## config.mk

```make
export PLATFORM = sky130hd
export DESIGN_NAME = v_update_issue
export DESIGN_NICKNAME = d
export VERILOG_FILES = /design/src/rtl/v_update_issue.sv
export SDC_FILE = /design/constraint.sdc
export NUM_CORES = 1
export LEC_CHECK = 0
export ABC_CLOCK_PERIOD_IN_PS = 5660
export BUFFER_PORTS_ARGS = -buffer_cell sky130_fd_sc_hd__buf_4
export CAP_MARGIN = 20
export CORE_MARGIN = 2
export CORE_UTILIZATION = 28
export DETAILED_ROUTE_END_ITERATION = 12
export PLACE_DENSITY = 0.43
export SLEW_MARGIN = 20
export SYNTH_ARGS = -nofsm -noshare
export SYNTH_HDL_FRONTEND = slang
export SYNTH_SLANG_ARGS = --single-unit
export TNS_END_PERCENT = 5
```

## constraint.sdc

```tcl
create_clock -name clk -period 5.66 [get_ports clk]
set_clock_uncertainty 0.15 [all_clocks]
set_input_delay 1.132 -clock clk [delete_from_list [all_inputs] [get_ports clk]]
set_output_delay 1.132 -clock clk [all_outputs]
set_load 0.01 [all_outputs]
```

## src/rtl/v_update_issue.sv

```systemverilog
// Ingress FIFO feeding the no-backpressure update bus of v_update_pipe.
// Holds the head back while its prod_id is still in flight, so the downstream state RMW sees no RAW hazard.
package v_pkg;
    typedef logic [7:0]  id_t;
    typedef logic [1:0]  cmd_t;
    typedef logic [15:0] key_t;
    typedef logic [15:0] size_t;

    typedef struct packed {
        id_t   prod_id;
        cmd_t  cmd;
        key_t  key;
        size_t size;
    } upd_t;
endpackage

module v_update_issue #(
    parameter int DEPTH         = 4,
    parameter int HAZARD_WINDOW = 3
) (
    input  logic                   clk,
    input  logic                   rst,
    input  logic                   i_in_vld,
    output logic                   o_in_rdy,
    input  v_pkg::id_t             i_in_prod_id,
    input  v_pkg::cmd_t            i_in_cmd,
    input  v_pkg::key_t            i_in_key,
    input  v_pkg::size_t           i_in_size,
    output logic                   o_upd_vld_r,
    output v_pkg::id_t             o_upd_prod_id_r,
    output v_pkg::cmd_t            o_upd_cmd_r,
    output v_pkg::key_t            o_upd_key_r,
    output v_pkg::size_t           o_upd_size_r,
    output logic [$clog2(DEPTH):0] o_level_r,
    output logic [15:0]            o_stall_cnt_r
);
    localparam int AW = $clog2(DEPTH);
    localparam logic [AW:0] PTR_ONE = (AW+1)'(1);

    v_pkg::upd_t mem_q [DEPTH];
    logic [AW:0] wr_ptr_q, wr_ptr_d;
    logic [AW:0] rd_ptr_q, rd_ptr_d;
    logic [AW:0] level_q, level_d;
    logic [15:0] stall_q, stall_d;
    v_pkg::upd_t upd_q, upd_d;
    logic        upd_vld_q, upd_vld_d;

    logic [HAZARD_WINDOW-1:0]             hist_vld_q, hist_vld_d;
    v_pkg::id_t [HAZARD_WINDOW-1:0]       hist_id_q, hist_id_d;
    logic [HAZARD_WINDOW-1:0]             hit;

    v_pkg::upd_t head;
    logic        empty, full, push, pop, blocked;

    // Extra pointer MSB separates a wrapped-full FIFO from an empty one.
    assign empty    = (wr_ptr_q == rd_ptr_q);
    assign full     = (wr_ptr_q[AW] != rd_ptr_q[AW]) && (wr_ptr_q[AW-1:0] == rd_ptr_q[AW-1:0]);
    assign o_in_rdy = !full && !rst;
    assign push     = i_in_vld && o_in_rdy;
    assign head     = mem_q[rd_ptr_q[AW-1:0]];

    generate
        for (genvar gi = 0; gi < HAZARD_WINDOW; gi++) begin : g_hist
            assign hit[gi] = hist_vld_q[gi] && (hist_id_q[gi] == head.prod_id);
            if (gi == 0) begin : g_head
                assign hist_vld_d[gi] = pop;
                assign hist_id_d[gi]  = head.prod_id;
            end else begin : g_shift
                assign hist_vld_d[gi] = hist_vld_q[gi-1];
                assign hist_id_d[gi]  = hist_id_q[gi-1];
            end
        end
    endgenerate

    assign blocked = |hit;
    assign pop     = !empty && !blocked;

    always_comb begin
        wr_ptr_d  = wr_ptr_q;
        rd_ptr_d  = rd_ptr_q;
        level_d   = level_q;
        stall_d   = stall_q;
        upd_d     = upd_q;
        upd_vld_d = pop;
        if (push) wr_ptr_d = wr_ptr_q + PTR_ONE;
        if (pop) begin
            rd_ptr_d = rd_ptr_q + PTR_ONE;
            upd_d    = head;
        end
        case ({push, pop})
            2'b10:   level_d = level_q + PTR_ONE;
            2'b01:   level_d = level_q - PTR_ONE;
            default: level_d = level_q;
        endcase
        if (!empty && blocked && (stall_q != 16'hFFFF)) stall_d = stall_q + 16'd1;
    end

    always_ff @(posedge clk) begin
        if (push) mem_q[wr_ptr_q[AW-1:0]] <= '{i_in_prod_id, i_in_cmd, i_in_key, i_in_size};
    end

    always_ff @(posedge clk) begin
        if (rst) begin
            wr_ptr_q   <= '0;
            rd_ptr_q   <= '0;
            level_q    <= '0;
            stall_q    <= '0;
            upd_q      <= '0;
            upd_vld_q  <= 1'b0;
            hist_vld_q <= '0;
            hist_id_q  <= '0;
        end else begin
            wr_ptr_q   <= wr_ptr_d;
            rd_ptr_q   <= rd_ptr_d;
            level_q    <= level_d;
            stall_q    <= stall_d;
            upd_q      <= upd_d;
            upd_vld_q  <= upd_vld_d;
            hist_vld_q <= hist_vld_d;
            hist_id_q  <= hist_id_d;
        end
    end

    assign o_upd_vld_r     = upd_vld_q;
    assign o_upd_prod_id_r = upd_q.prod_id;
    assign o_upd_cmd_r     = upd_q.cmd;
    assign o_upd_key_r     = upd_q.key;
    assign o_upd_size_r    = upd_q.size;
    assign o_level_r       = level_q;
    assign o_stall_cnt_r   = stall_q;
endmodule
```

==> metrics, run 1 <==
Critical Path RT=~6.0 ns; Via Count=between 5000 and 6000; count leader, synth=edfxtp_1; CP Max Fanout=30; synth top area cells=edfxtp_1, dfxtp_1, mux4_2, nand2_1, a21oi_1; Placer Congestion=slightly above 0.7; final antenna diode count=0; final-report hold violation count=0; Fmax achieved=around 0.24 GHz; area leader, netlist=edfxtp_1; Max Cap Violations=0; syn_area_per_cell=~15 um^2; commonest cells in the netlist=edfxtp_1, dfxtp_1, nand2_1; setup TNS=0 ns; final hold slack=between 0.3 and 0.4 ns; post-synthesis net count=around 720; Post-DP HPWL=roughly 14000 um; WL/cell=between 15 and 20 um; first-pass GRT wire length=35300 um; clock slew seen by the registers of the worst setup and hold paths=~0.06 ns; EDFF count, synth=168; CTS tree=built; core area=between 30000 and 40000 um^2; Worst R2R Path Depth=13; # clock sinks=roughly 260; post-synthesis sequential area ratio=0.699; cts hold-fix bufs=0; io pins=between 100 and 150; post-CTS setup repair buffer count=0; Tmin final=about 4.1 ns; Die W=between 150 and 200 um; PD cells=around 470 nW/um^2; Root Driver=clkbuf_16; FFs w/ async S/R, synth=0; ANT nets after route=0; # fillers=3417; crit path DAT=around 4.4 ns; fin. max-slew vios=0; Num CTS Buffers=29; First-pass DRT Iterations=5; CTS max path bufs=3; Yosys warnings=0; DRT iter0 DRCs=between 200 and 300; Min-Delay Path Class=flop to flop; GRT Util Overall=0.124; ys flop type=edfxtp_1; RSZ-0062 raised after global routing=false; register area=around 7000 um^2; Multi-input gate area=2830 um^2; Placed Cells=roughly 1200; Synth Cell Area=between 9000 and 10000 um^2; Crit. End Element=flop; peak supply drop=approximately 0.26 mV; crit path kind=flop to flop; Cell Rows=69; status=finished clean; Slew @ Worst Pin=approximately 0.92 ns; WHS Path Cells=2; relative slew slack=0.386; post-CTS sizing=0; die area=about 37000 um^2; number of distinct library cells after synthesis=48; via density per instance=between 4 and 5; flops & latches, synth=about 260; largest net degree at the start of global routing=52; startpoint types=flop; final wirelength=between 20000 and 25000 um; Finished Layout Cells=approximately 1300; initial antenna violation count=1; synthesized instance count=666; die height=193 um; PortBufs=107; H-tree depth=1; Congestion Overflow GR=0; post-synth top area share=0.506; drt drc=0; Layout Nets=roughly 830; final worst-path cycle share=0.722; worst-skew pair later-pin latency=about 0.56 ns; setup violators final=0; P&R area growth vs syn=22.9%; starting density of the core=0.282; P_leak=between 4 and 5 nW; layout cell share with drive strength beyond 1=0.274; vias in the first global route=slightly above 6000
[worst max-delay path, cell delays in order, from the launching register on]
cell and delay (ns):
dfxtp_4 0.63, buf_4 0.56, mux4_2 0.63, xnor2_1 0.16
nand4_1 0.12, nor3_2 0.26, a221oi_4 0.10, nand2_2 0.14
inv_2 0.04, ha_1 0.20, fa_1 0.38, xnor2_1 0.14
or3_1 0.30, a21oi_1 0.14
[cells in the final DEF (no fill, tap or decap), drive strengths merged, types with 2 or more instances in the layout]
cell type / count
edfxtp: 168
buf: 116
dfxtp: 96
nand2: 95
a21oi: 52
mux4: 42
clkbuf: 39
xnor2: 24
nor2: 19
nor2b: 18
xor2: 12
mux2i: 10
nand3: 10
clkinv: 10
and2: 9
nor3: 9
o21ai: 9
and3: 9
or3: 8
ha: 7
inv: 7
nand4: 6
and4: 2
bufinv: 2
clkinvlp: 2
[layout make-up]
| type | instances | share of cell area |
|---|---|---|
| repair buffers | 116 | 0.0711 |
| clock inverters | 15 | 0.0120 |
| well taps | 461 | 0.0471 |
| inverters | 6 | 0.00184 |
| multi-input cells | 362 | 0.231 |
| flip-flops and latches | 264 | 0.569 |
| clock buffers | 39 | 0.0681 |
[per-layer routing]
metal  global-route usage  routed length (um)  vias up  share of wire
met4               0.0305                 507        2          0.022
li1                     -                   -     2689              -
met2                0.205               10600      128           0.47
met3               0.0275                1220       39          0.054
met1                0.165               10200     2887           0.45
met5                    0                  10        -        0.00044
[power breakdown]
group	switching (mW)	internal [mW]
Sequential	0.205	2.27
Clock	0.760	1.13
Combinational	0.762	0.642
Total	1.73	4.05
[stage by stage]
| step | util | cell area, um^2 | total power [mW] | setup slack [ns] |
|---|---|---|---|---|
| after CTS | 0.347 | 12300 | 5.89 | 1.43 |
| after floorplan | - | 9970 | 3.39 | 2.08 |
| final | 0.347 | 12300 | 5.77 | 1.57 |
| after detailed placement | 0.319 | 11300 | 3.97 | 1.48 |
| after global routing | 0.347 | 12300 | 6.11 | 1.22 |
| after global placement | 0.319 | 11300 | 3.96 | 1.51 |
[path summary, 6_finish.rpt]
path | to | slack [ns] | from
setup / recovery | o_level_r[2] | 1.57 | flop
hold / removal | o_upd_key_r[13] | 0.31 | o_upd_key_r[13]
setup reg to reg | o_level_r[2] | 1.57 | flop
hold reg to reg | o_upd_key_r[13] | 0.31 | o_upd_key_r[13]
[flip-flops by register name, indices dropped and copies added, names as in the netlist, named ones only]
register	count
mem_q	168
hist_id_d	16
o_stall_cnt_r	16
o_upd_key_r	16
o_upd_size_r	16
hist_id_q	8
o_upd_prod_id_r	8
hist_vld_q	3
o_level_r	3
rd_ptr_q	3
wr_ptr_q	3
o_upd_cmd_r	2
[logic make-up after synthesis]
kind of cell	count (synthesis)	synth area share
buffers and inverters	40	0.0186
AOI/OAI and AO/OA	75	0.0448
muxes	53	0.106
DFF	264	0.699
adders and majority gates	8	0.0108
xor gates and xnor gates	36	0.0316
and+or+nand+nor	190	0.0897
Note: power is estimated with default switching activity, not from simulation.
==> run 2: changes to the inputs <==
--- a/config.mk
+++ b/config.mk
@@ -5,13 +5,13 @@
 export SDC_FILE = /design/constraint.sdc
 export NUM_CORES = 1
 export LEC_CHECK = 0
-export ABC_CLOCK_PERIOD_IN_PS = 5660
+export ABC_CLOCK_PERIOD_IN_PS = 3300
 export BUFFER_PORTS_ARGS = -buffer_cell sky130_fd_sc_hd__buf_4
 export CAP_MARGIN = 20
 export CORE_MARGIN = 2
 export CORE_UTILIZATION = 28
 export DETAILED_ROUTE_END_ITERATION = 12
-export PLACE_DENSITY = 0.43
+export PLACE_DENSITY = 0.45
 export SLEW_MARGIN = 20
 export SYNTH_ARGS = -nofsm -noshare
 export SYNTH_HDL_FRONTEND = slang
==> constraint.sdc (replaced) <==
create_clock -name clk -period 3.3 [get_ports clk]
set_clock_uncertainty 0.15 [all_clocks]
set_input_delay 0.66 -clock clk [delete_from_list [all_inputs] [get_ports clk]]
set_output_delay 0.66 -clock clk [all_outputs]
set_load 0.01 [all_outputs]
==> run 2 against run 1 <==
Compared with the run above: worst hold slack worse by 0.16 ns; global-route usage is 0.21 points higher; flip-flop and latch count is the same; register-to-register slack worse by 1.4 ns; maximum frequency up 30%; sequential share of layout area fell by 1.3 points; cell count grew 1.3%; setup slack worse by 1.4 ns; via count about the same; core utilization up 0.80 points.
==> metrics, run 2 (synthesis results as in run 1) <==
Layout Nets=849 (+2.0%); setup TNS=0 ns (unchanged); Cell Rows=69 (unchanged); Internal Power=7.18 mW (+77%); # fillers=3402 (-0.44%); status=finished clean; max FFs per register=168 (unchanged); peak supply drop=0.435 mV (+69%); largest net degree at the start of global routing=48 (-7.7%); DRT iter0 DRCs=300 (+7.5%); First-pass DRT Iterations=4 (-1); io pins=108 (unchanged); P_sw=3.09 mW (+79%); M3 GR Usage=0.0267 (-0.000727); P_leak=4.40 nW (+3.0%); GRT Util Overall=0.126 (+0.00209); Num CTS Buffers=29 (unchanged); combinational power share=0.266 (+0.023); fin area=12500 um^2 (+2.3%); relative slew slack=0.561 (+0.175); Root Driver=clkbuf_16; crit path kind=flop to flop; most frequent cells in the layout=edfxtp_1, buf_4, nand2_1, dfxtp_1, a21oi_1; Post-DP Area=11500 um^2 (+1.8%); PD cells=819 nW/um^2 (+74%); setup violators final=0 (unchanged); P&R area growth vs syn=25.7%; clock slew seen by the registers of the worst setup and hold paths=0.06 ns (about the same); Post-DP HPWL=14300 um (+4.3%); final antenna diode count=0 (unchanged); core area=35300 um^2 (unchanged); # clock sinks=264 (unchanged); startpoint types=flop; Fmax achieved=0.317 GHz (+30%); WL/cell=18.2 um (+1.7%); fin. max-slew vios=0 (unchanged); Critical Path RT=3.63 ns (-2.35 ns); worst-skew pair later-pin latency=0.56 ns (about the same); die area=37100 um^2 (unchanged); die height=193 um (unchanged); Placed Cells=1224 (+1.2%); PortBufs=107 (unchanged); CP Max Fanout=7 (-77%); Placer Congestion=0.725 (+1.8%); Min-Delay Path Class=input port to flop; Congestion Overflow GR=0 (unchanged); power after layout=10.3 mW (+78%); crit path DAT=3.48 ns (-0.92 ns); GR Util met2=0.202 (-0.00345); final hold slack=0.148 ns (-0.159 ns); Max Cap Violations=0 (unchanged); H-tree depth=1 (unchanged); drt drc=0 (unchanged); most common cell after layout, fill and taps aside=edfxtp_1; vias in the first global route=5960 (-2.1%); global routing usage on met1=0.175 (+0.0103); Tmin final=3.15 ns (-0.932 ns); Slew @ Worst Pin=0.658 ns (-0.263 ns); final worst-path cycle share=0.956 (+0.234); final-report hold violation count=0 (unchanged); busiest layer in global routing=met2; first-pass GRT wire length=35600 um (+0.76%); Crit. End Element=flop; final wirelength=23300 um (+3.0%); via density per instance=4.49 (-1.2%); Die W=193 um (unchanged); CTS max path bufs=3 (unchanged); CTS tree=built; initial antenna violation count=0 (-1); layout cell share with drive strength beyond 1=0.299 (+0.0248); Net Sw Frac=0.301 (+0.00179); Clock power frac=0.331 (+0.004); ANT nets after route=0 (unchanged); Via Count=5750 (+0.087%); starting density of the core=0.282 (unchanged); Flop pwr share=0.403 (-0.026); Finished Layout Cells=1280 (+1.3%)
run 2: changes by cell type in the layout (fill, tap and decap cells not counted), moves of 2 or more:
cell and change:
buf_4 +11, buf_12 +6, clkbuf_1 -4, clkbuf_8 -3, bufinv_16 +2, inv_4 +2
run 2: per-layer routing:
layer  routed length [um]  share of wire
met4                  486          0.021
met1                11100           0.48
met5                    0              0
met2                10600           0.45
met3                 1150          0.049
run 2: final timing paths:
kind,start,end,slack (ns),cells past startpoint
setup / recovery,flop,o_level_r[2],0.15,13
hold reg to reg,o_upd_key_r[4],o_upd_key_r[4],0.31,2
hold / removal,i_in_key[2],mem_q[0][18],0.15,1
setup reg to reg,flop,o_level_r[2],0.15,13
run 2: area by class of cell:
cell class              count  area [um^2]  share of cell area
flip-flops and latches    264         6970               0.556
multi-input cells         362         2870               0.229
repair buffers            133         1070              0.0856
clock buffers              33          786              0.0627
well taps                 461          577              0.0460
clock inverters            21          236              0.0189
inverters                   6         25.0             0.00200
run 2: what timing repair did:
action,4_1_cts,5_1_grt
hold endpoints to repair,0,0
resized for setup,0,3
setup buffers,0,2
endpoints found under the setup margin,0,13
hold buffers,0,0
run 2: stage by stage:
| step | util | setup slack (ns) |
|---|---|---|
| after floorplan | - | 0.00494 |
| after global placement | 0.325 | 0.102 |
| after detailed placement | 0.325 | 0.0197 |
| after CTS | 0.354 | 0.00634 |
| after global routing | 0.355 | -0.0105 |
| final | 0.355 | 0.146 |
run 2: worst max-delay path, stage by stage, from the launching register on:
cell and delay (ns):
dfxtp_4 0.36, buf_12 0.13, mux4_2 0.57, xor2_1 0.17, nor3_1 0.19, and3_1 0.23, a221oi_4 0.09, nand2_2 0.11
inv_4 0.04, ha_4 0.15, fa_2 0.33, xnor2_1 0.13, or3_1 0.30, a21oi_1 0.11
run 2: power by group through the flow:
stage                     clock, mW  combinational (mW)  sequential [mW]
after global routing           3.63                3.03             4.19
after floorplan                   0                1.62             4.24
after global placement            0                2.73             4.24
after detailed placement          0                2.74             4.24
after CTS                      3.50                2.74             4.17
final                          3.40                2.73             4.14
